$ cat config.mk
export PLATFORM = sky130hd
export DESIGN_NAME = mul_seq_ctrl_flat
export DESIGN_NICKNAME = d
export VERILOG_FILES = /design/src/rtl/mul_pkg.sv /design/src/rtl/mul_seq_ctrl_if.sv /design/src/rtl/mul_ab_shreg.sv /design/src/rtl/mul_seq_ctrl.sv /design/src/flat_wrapper.sv
export SDC_FILE = /design/constraint.sdc
export NUM_CORES = 1
export LEC_CHECK = 0
export ABC_CLOCK_PERIOD_IN_PS = 2100
export CORE_ASPECT_RATIO = 0.75
export CORE_MARGIN = 1
export CORE_UTILIZATION = 39
export DETAILED_ROUTE_END_ITERATION = 8
export PLACE_DENSITY_LB_ADDON = 0.2
export SYNTH_ARGS = -nofsm -noshare
export SYNTH_HDL_FRONTEND = slang
export SYNTH_SLANG_ARGS = --single-unit
$ cat constraint.sdc
create_clock -name i_clk -period 2.1 [get_ports i_clk]
set_clock_uncertainty 0.15 [all_clocks]
set_input_delay 0.42 -clock i_clk [delete_from_list [all_inputs] [get_ports i_clk]]
set_output_delay 0.42 -clock i_clk [all_outputs]
set_load 0.01 [all_outputs]
$ cat src/rtl/mul_pkg.sv
// Shared types and sizing for the sequential signed shift-add multiplier.
package mul_pkg;

    localparam int unsigned MUL_WIDTH = 32;

    // Step counter width for the default operand width.
    localparam int unsigned MUL_CNT_W = $clog2(MUL_WIDTH);

    typedef enum logic [1:0] {
        IDLE,
        RUN,
        DONE
    } mul_state_t;

    // Counter width for an arbitrary operand width; never narrower than one bit.
    function automatic int unsigned cnt_width(input int unsigned width);
        return (width > 1) ? $clog2(width) : 1;
    endfunction

endpackage

$ cat src/rtl/mul_seq_ctrl_if.sv
// Bundle between the multiplier sequencer, its requester and the external add/sub unit.
interface mul_seq_ctrl_if #(
    parameter int unsigned WIDTH = 32
);

    logic                 start;
    logic [WIDTH-1:0]     multiplicand;
    logic [WIDTH-1:0]     multiplier;
    logic [WIDTH:0]       adder_a;
    logic [WIDTH:0]       adder_b;
    logic                 adder_sub;
    logic                 adder_en;
    logic [WIDTH:0]       adder_s;
    logic                 adder_x;
    logic [2*WIDTH-1:0]   product;
    logic                 busy;
    logic                 done;

    // System side: requester plus the add/sub unit.
    modport master (
        output start, multiplicand, multiplier,
        input  adder_a, adder_b, adder_sub, adder_en,
        output adder_s, adder_x,
        input  product, busy, done
    );

    // Sequencer side.
    modport slave (
        input  start, multiplicand, multiplier,
        output adder_a, adder_b, adder_sub, adder_en,
        input  adder_s, adder_x,
        output product, busy, done
    );

endinterface

$ cat src/rtl/mul_ab_shreg.sv
// Accumulator A (WIDTH+1 bits) and multiplier B register pair: load, hold, or shift with sum.
module mul_ab_shreg #(
    parameter int unsigned WIDTH = 32
) (
    input  logic             i_clk,
    input  logic             i_rst_n,
    input  logic             i_load,
    input  logic             i_shift,
    input  logic [WIDTH-1:0] i_b_init,
    input  logic [WIDTH:0]   i_sum,
    input  logic             i_sign,
    output logic [WIDTH:0]   o_a,
    output logic [WIDTH-1:0] o_b
);

    logic [WIDTH:0]   r_a;
    logic [WIDTH-1:0] r_b;

    // Load clears A and captures B; shift moves {sign, sum} right by one into {A, B}.
    always_ff @(posedge i_clk or negedge i_rst_n) begin
        if (!i_rst_n) begin
            r_a <= '0;
            r_b <= '0;
        end else if (i_load) begin
            r_a <= '0;
            r_b <= i_b_init;
        end else if (i_shift) begin
            // The true sign keeps the shift exact when the WIDTH+1 sum overflowed.
            r_a <= {i_sign, i_sum[WIDTH:1]};
            r_b <= {i_sum[0], r_b[WIDTH-1:1]};
        end
    end

    assign o_a = r_a;
    assign o_b = r_b;

endmodule

$ cat src/rtl/mul_seq_ctrl.sv
// Sequencer for the signed shift-add multiplier: one add/sub step per cycle, WIDTH steps.
module mul_seq_ctrl
    import mul_pkg::*;
#(
    parameter int unsigned WIDTH = MUL_WIDTH
) (
    input  logic          i_clk,
    input  logic          i_rst_n,
    mul_seq_ctrl_if.slave bus
);

    localparam int unsigned     CntW    = cnt_width(WIDTH);
    localparam logic [CntW-1:0] LastCnt = CntW'(WIDTH - 1);

    mul_state_t       r_state;
    mul_state_t       w_state_d;
    logic [CntW-1:0]  r_cnt;
    logic [WIDTH-1:0] r_m;
    logic             w_load;
    logic             w_shift;
    logic             w_last;
    logic [WIDTH:0]   w_a;
    logic [WIDTH-1:0] w_b;

    assign w_last = (r_cnt == LastCnt);

    // State register.
    always_ff @(posedge i_clk or negedge i_rst_n) begin
        if (!i_rst_n) begin
            r_state <= IDLE;
        end else begin
            r_state <= w_state_d;
        end
    end

    // Next state and register-stage controls.
    always_comb begin
        w_state_d = r_state;
        w_load    = 1'b0;
        w_shift   = 1'b0;
        unique case (r_state)
            IDLE: begin
                if (bus.start) begin
                    w_load    = 1'b1;
                    w_state_d = RUN;
                end
            end
            RUN: begin
                w_shift = 1'b1;
                if (w_last) begin
                    w_state_d = DONE;
                end
            end
            DONE: begin
                // Start must fall before another multiply can be requested.
                if (!bus.start) begin
                    w_state_d = IDLE;
                end
            end
            default: w_state_d = IDLE;
        endcase
    end

    // Step counter and latched multiplicand.
    always_ff @(posedge i_clk or negedge i_rst_n) begin
        if (!i_rst_n) begin
            r_cnt <= '0;
            r_m   <= '0;
        end else if (w_load) begin
            r_cnt <= '0;
            r_m   <= bus.multiplicand;
        end else if (w_shift) begin
            r_cnt <= r_cnt + 1'b1;
        end
    end

    mul_ab_shreg #(
        .WIDTH (WIDTH)
    ) u_ab (
        .i_clk    (i_clk),
        .i_rst_n  (i_rst_n),
        .i_load   (w_load),
        .i_shift  (w_shift),
        .i_b_init (bus.multiplier),
        .i_sum    (bus.adder_s),
        .i_sign   (bus.adder_x),
        .o_a      (w_a),
        .o_b      (w_b)
    );

    // Adder drive; the last step subtracts because the multiplier MSB has negative weight.
    assign bus.adder_a   = w_a;
    assign bus.adder_b   = {r_m[WIDTH-1], r_m};
    assign bus.adder_en  = (r_state == RUN) & w_b[0];
    assign bus.adder_sub = (r_state == RUN) & w_b[0] & w_last;

    assign bus.product = {w_a[WIDTH-1:0], w_b};
    assign bus.busy    = (r_state == RUN);
    assign bus.done    = (r_state == DONE);

endmodule

$ cat src/flat_wrapper.sv
// flat-port wrapper written by rule: the top's interface ports become plain ports
module mul_seq_ctrl_flat import mul_pkg::*;
#(
    parameter int unsigned WIDTH = MUL_WIDTH
)
  (i_clk, i_rst_n, bus_start, bus_multiplicand, bus_multiplier, bus_adder_a, bus_adder_b, bus_adder_sub, bus_adder_en, bus_adder_s, bus_adder_x, bus_product, bus_busy, bus_done);
  mul_seq_ctrl_if #(.WIDTH(WIDTH)) bus_i ();
  input  logic i_clk;
  input  logic i_rst_n;
  input wire logic [$bits(bus_i.start)-1:0] bus_start;
  input wire logic [$bits(bus_i.multiplicand)-1:0] bus_multiplicand;
  input wire logic [$bits(bus_i.multiplier)-1:0] bus_multiplier;
  output wire logic [$bits(bus_i.adder_a)-1:0] bus_adder_a;
  output wire logic [$bits(bus_i.adder_b)-1:0] bus_adder_b;
  output wire logic [$bits(bus_i.adder_sub)-1:0] bus_adder_sub;
  output wire logic [$bits(bus_i.adder_en)-1:0] bus_adder_en;
  input wire logic [$bits(bus_i.adder_s)-1:0] bus_adder_s;
  input wire logic [$bits(bus_i.adder_x)-1:0] bus_adder_x;
  output wire logic [$bits(bus_i.product)-1:0] bus_product;
  output wire logic [$bits(bus_i.busy)-1:0] bus_busy;
  output wire logic [$bits(bus_i.done)-1:0] bus_done;
  assign bus_i.start = bus_start;
  assign bus_i.multiplicand = bus_multiplicand;
  assign bus_i.multiplier = bus_multiplier;
  assign bus_adder_a = bus_i.adder_a;
  assign bus_adder_b = bus_i.adder_b;
  assign bus_adder_sub = bus_i.adder_sub;
  assign bus_adder_en = bus_i.adder_en;
  assign bus_i.adder_s = bus_adder_s;
  assign bus_i.adder_x = bus_adder_x;
  assign bus_product = bus_i.product;
  assign bus_busy = bus_i.busy;
  assign bus_done = bus_i.done;
  mul_seq_ctrl #(.WIDTH(WIDTH)) u_core (.i_clk(i_clk), .i_rst_n(i_rst_n), .bus(bus_i));
endmodule
### Word level (Yosys, flattened, before mapping)

Index checks and enable logic that the tools add are counted.

| storage, ports and cells | value |
|---|---|
| register bits | 104 |
| bits in latches | 0 |
| bits in writable memories | 0 |
| bits in read-only memories | 0 |
| input bits | 101 |
| output and inout bits | 134 |
| word-level logic and storage cells | 30 |
| memories | 0 |

| operators by class | value |
|---|---|
| $add $sub $neg | 1 |
| $mul | 0 |
| divide/modulo/power cells | 0 |
| $lt $le $gt $ge | 0 |
| eq/ne operators | 6 |
| shift operators | 0 |
| multiplexer cells | 13 |
| bitwise logic cells | 2 |
| reductions and logical operators | 3 |

Operator list:

| operator | count |
|---|---|
| $mux 33 | 2 |
| $mux 32 | 2 |
| $mux 5 | 2 |
| $mux 2 | 3 |
| $pmux 2 s3 | 1 |
| $add 5x1->5 const B | 1 |
| $eq 5x5->1 const B | 1 |
| $ne 2x2->1 const B | 2 |
| $mux 1 | 3 |
| $reduce_and 3->1 | 1 |
| $and 1x1->1 | 2 |
| $eq 2x1->1 const B | 1 |
| $eq 2x2->1 const B | 1 |
| $logic_not 2->1 | 1 |
| $ne 2x1->1 const B | 1 |
| $reduce_bool 2->1 | 1 |

### Depth between registers and ports, before layout

Gate-level depths: netlist (run 1).

| depth | value |
|---|---|
| depth after elaboration | 4 |
| mapped depth | 6 |
| depth with buffers taken out | 4 |

### Modules after synthesis

From an unflattened synthesis (run 1), not the netlist that was laid out.

| second synthesis, totals | value |
|---|---|
| cells, all modules | 373 |
| area, all modules | 4599.4 um^2 |

Modules (own cells, without submodules):

| module | times used | cells each | area an instance (um^2) |
|---|---|---|---|
| mul_ab_shreg | 1 | 245 | 2803.9 |
| mul_seq_ctrl | 1 | 128 | 1795.5 |

### Worst setup path after synthesis (run 1)

No wires, ideal clock.

| timing | value |
|---|---|
| path kind | reg2out |
| start | reg u_core.r_state[0] |
| end | out bus_adder_sub |
| arrival | 1.108 ns |
| path slack | 0.422 ns |
| cell stages (with the launch flop) | 5 |
| path through | dfrtp_1 -> nor2b_1 -> clkbuf_1 -> buf_2 -> and3_1 |

| between the ends | value |
|---|---|
| word-level cells in the longest chain between the ends | 3 |

Ends and longest elaborated chain:

| item | RTL line | RTL |
|---|---|---|
| start: declaration | mul_seq_ctrl.sv:15 | `mul_state_t r_state;` |
| start signal: assignment | mul_seq_ctrl.sv:32 | `r_state <= w_state_d;` |
| $eq 2x1->1 | - |  |
| net bus_busy | flat_wrapper.sv:20 | `output wire logic [$bits(bus_i.busy)-1:0] bus_busy;` |
| $and 1x1->1 (2 in series) | mul_seq_ctrl.sv:95 | `assign bus.adder_sub = (r_state == RUN) & w_b[0] & w_last;` |
| end: declaration | flat_wrapper.sv:15 | `output wire logic [$bits(bus_i.adder_sub)-1:0] bus_adder_sub;` |

The timed path passes the listed nets, and every way through them passes these cells.

### Worst setup path after layout (run 1)

| timing | value |
|---|---|
| start | reg u_core.r_cnt[0] |
| end | out bus_adder_sub |

| between the ends | value |
|---|---|
| word-level cells in the longest chain between the ends | 2 |

Ends and longest elaborated chain:

| item | RTL line | RTL |
|---|---|---|
| start: declaration | mul_seq_ctrl.sv:17 | `logic [CntW-1:0] r_cnt;` |
| start signal: assignment | mul_seq_ctrl.sv:73 | `r_cnt <= r_cnt + 1'b1;` |
| $eq 5x5->1 | mul_seq_ctrl.sv:25 | `assign w_last = (r_cnt == LastCnt);` |
| $and 1x1->1 | mul_seq_ctrl.sv:95 |  |

Every way passes these cells.

==> metrics.md, run 1 <==
| Metric | Value |
|---|---|
| Pwr dens | `1350 nW/µm²` |
| Dpl cells | `680` |
| Total CTS buffers | `9` |
| PnR worst setup slack | `0.0135 ns` |
| Fmax | `479 MHz` |
| R2r setup slk | `0.26 ns` |
| DRT iter0 DRCs | `162` |
| GRT Total Usage | `20.3%` |
| DRT Wirelength | `11.9 mm` |
| DP HPWL | `8.57 mm` |
| Finished layout cell area | `7050 µm²` |
| CTS root buf | `clkbuf_16` |
| Post-route ant nets | `0` |
| Max-cap violations | `0` |
| IO Pins | `235` |
| Post-Layout Cell Count | `702` |
| Row count | `33` |
| Via/cell ratio | `5.02` |
| Worst EP arrival | `1.52 ns` |
| I/O Buffers | `234` |
| Peak supply drop | `654 µV` |
| Crit Path Category | `reg2out` |
| Post-route DRC | `0` |
| Post-Syn Nets | `449` |
| Initial antenna violation count | `0` |
| Reg2reg end | `u_core.r_m[7]` |
| Synthesized cell area | `4360 µm²` |
| Hold path depth | `1` |
| Worst R2R Start | `u_core.r_state[0]` |
| H-tree lvl count | `3` |
| Global-route wire length before repair | `17.7 mm` |
| Vias post-DR | `3525` |
| Placement Setup Slack | `-0.0698 ns` |
| Clk_lat worst skew | `0.35 ns` |
| Crit path from | `u_core.r_cnt[0]` |
| Status | `complete, no violations` |
| Max-slew headroom | `75.4%` |
| Clock Path Buffers | `2` |
| Worst min path class | `reg2reg` |
| CP Launch Type | `flop` |
| Reg clk slew, reported paths | `0.06 ns` |
| Synth warn | `0` |
| Share of layout cells above drive strength 1 | `14.2%` |
| Post-layout min period | `2.09 ns` |
| Synth unique cells | `24` |
| Gp weighted congestion | `0.739` |
| Synth Register Bits | `104` |
| Area grow syn2layout | `62.0%` |
| First drt pass iteration count | `4` |
| Wire length per cell | `16.9 µm` |
| CTS tree | `done` |
| Critical-path maximum fanout | `3` |
| Cell depth of the worst flop-to-flop path | `5` |
| Syn avg cell area | `12.6 µm²` |
| Vias in the first global route | `3418` |
| Fin. max-slew vios | `0` |
| Setup_tns | `0 ns` |
| CTS sink count | `104` |
| Worst-margin pin slew | `0.368 ns` |
| Final hold violations | `0` |
| Register area share after synthesis | `59.8%` |
| Die height | `93.5 µm` |
| Core area | `10900 µm²` |
| Largest net degree at the start of global routing | `43` |
| Die area | `11600 µm²` |
| Hold endpoint | `u_core.r_cnt[3]` |
| Static leakage | `2.88 nW` |
| Post-place instance area | `6700 µm²` |
| Horiz. Die Dim | `124 µm` |
| RSZ-0062 raised after global routing | `true` |
| NumNets Final | `660` |
| Worst EP required | `1.53 ns` |
| Diodes inserted | `0` |
| Synth Instances | `346` |
| CP endpoint kind | `output port` |
| Finish-stage setup viols | `0` |
| GRT Residual Overflow | `0` |
| Initial Util | `40.0%` |
| Hold Startpoint | `u_core.r_cnt[3]` |
| Tcrit/Tclk final | `99.4%` |
metrics by stage:
stage | hold slack, ns | utilization [%] | total power, mW
after detailed placement | 0.214 | 61.5 | 7.99
after global placement | 0.218 | 61.5 | 7.87
after floorplan | -0.0256 | - | 5.51
after global routing | 0.365 | 64.7 | 10.1
final | 0.337 | 64.7 | 9.54
after CTS | 0.334 | 64.4 | 9.62
cells by family after synthesis:
kind of cell,synth area share [%]
AO/OA/AOI/OAI,17.0
flip-flops,59.8
adder cells (fa/ha/maj),0.574
buffers and inverters,9.02
AND/OR/NAND/NOR,4.91
multiplexers,8.76
critical path, cell delays in order (launching register included):
cell and delay, ns:
dfrtp_1 0.40, ha_2 0.19, and3_4 0.17, ha_4 0.16, and3_4 0.14, buf_6 0.11
state kept, by name, summed over array words and instances (netlist names):
| name | count |
|---|---|
| u_core.u_ab.o_a | 33 |
| u_core.r_m | 32 |
| u_core.r_state | 2 |
| u_core.u_ab.o_b | 32 |
| u_core.r_cnt | 5 |
report_power, final:
group	switching, mW	internal (mW)	leakage, nW
sequential	0.609	2.86	1.26
combinational	1.76	2.76	1.50
clock	0.722	0.837	0.121
cells in the final DEF (no fill, tap or decap), types with 3 or more instances in the layout:
cell type	Yosys	layout
a22o_1	36	36
a22oi_1	31	31
buf_12	0	5
buf_4	35	20
clkbuf_16	0	9
clkdlybuf4s50_1	0	229
clkinvlp_4	0	4
dfrtp_1	104	104
dlygate4sd2_1	0	3
mux2_2	31	31
nand2_1	31	31
nand3b_1	3	3
o21ai_0	31	31
per-layer routing:
metal | GRT usage (%) | vias to the layer above | routed length [µm]
met4 | 6.45 | 0 | 149
met2 | 33.4 | 155 | 5720
met3 | 7.26 | 14 | 1170
met1 | 24.8 | 1722 | 4830
met5 | 0 | - | 0
li1 | - | 1634 | -
cell usage after synthesis:
master / instances / share of area [%]
dfrtp_1: 104 / 60
a22o_1: 36 / 7.2
buf_4: 35 / 6.0
a22oi_1: 31 / 5.3
mux2_2: 31 / 8.0
nand2_1: 31 / 2.7
o21ai_0: 31 / 3.6
buf_2: 14 / 1.6
clkbuf_1: 7 / 0.60
buf_6: 3 / 0.78
nand3b_1: 3 / 0.52
nor2b_1: 3 / 0.43
a21oi_1: 2 / 0.23
and3_1: 2 / 0.29
ha_1: 2 / 0.57
mux2_1: 2 / 0.52
nand2b_1: 2 / 0.29
a221o_1: 1 / 0.23
and2_1: 1 / 0.14
mux2i_1: 1 / 0.23
nand4_1: 1 / 0.14
nor3b_4: 1 / 0.43
o21ai_1: 1 / 0.11
o21bai_2: 1 / 0.26
cell type report:
cell class	count	area (µm²)
clock buffer	12	246
fill	847	3850
timing repair buffer	259	2590
sequential	104	2600
tap	140	175
multi-input combinational	183	1410
clock inverter	4	30.0
worst max path at each step:
stage / depth (start not counted) / endpoint / slack, ns
after floorplan: 4 / bus_adder_sub / 0.42
after global placement: 5 / bus_adder_sub / -0.03
after detailed placement: 5 / bus_adder_sub / -0.07
after CTS: 5 / bus_adder_sub / -0.03
after global routing: 5 / bus_adder_sub / -0.04
final: 5 / bus_adder_sub / 0.01
timing repair:
| action | CTS | global route |
|---|---|---|
| resized for setup | 11 | 5 |
| pin swaps | 0 | 1 |
| setup buffers | 4 | 1 |
| endpoints found under the setup margin | 4 | 1 |
| endpoints found under the hold margin | 25 | 0 |
| hold buffers | 1 | 0 |
Note: power is estimated with default switching activity, not from simulation.
==> run 2: changes to the inputs <==
HOLD_SLACK_MARGIN = 0.03   (was unset)
==> results of run 2 <==
Final layout, timing and power as in run 1 (identical DEF).
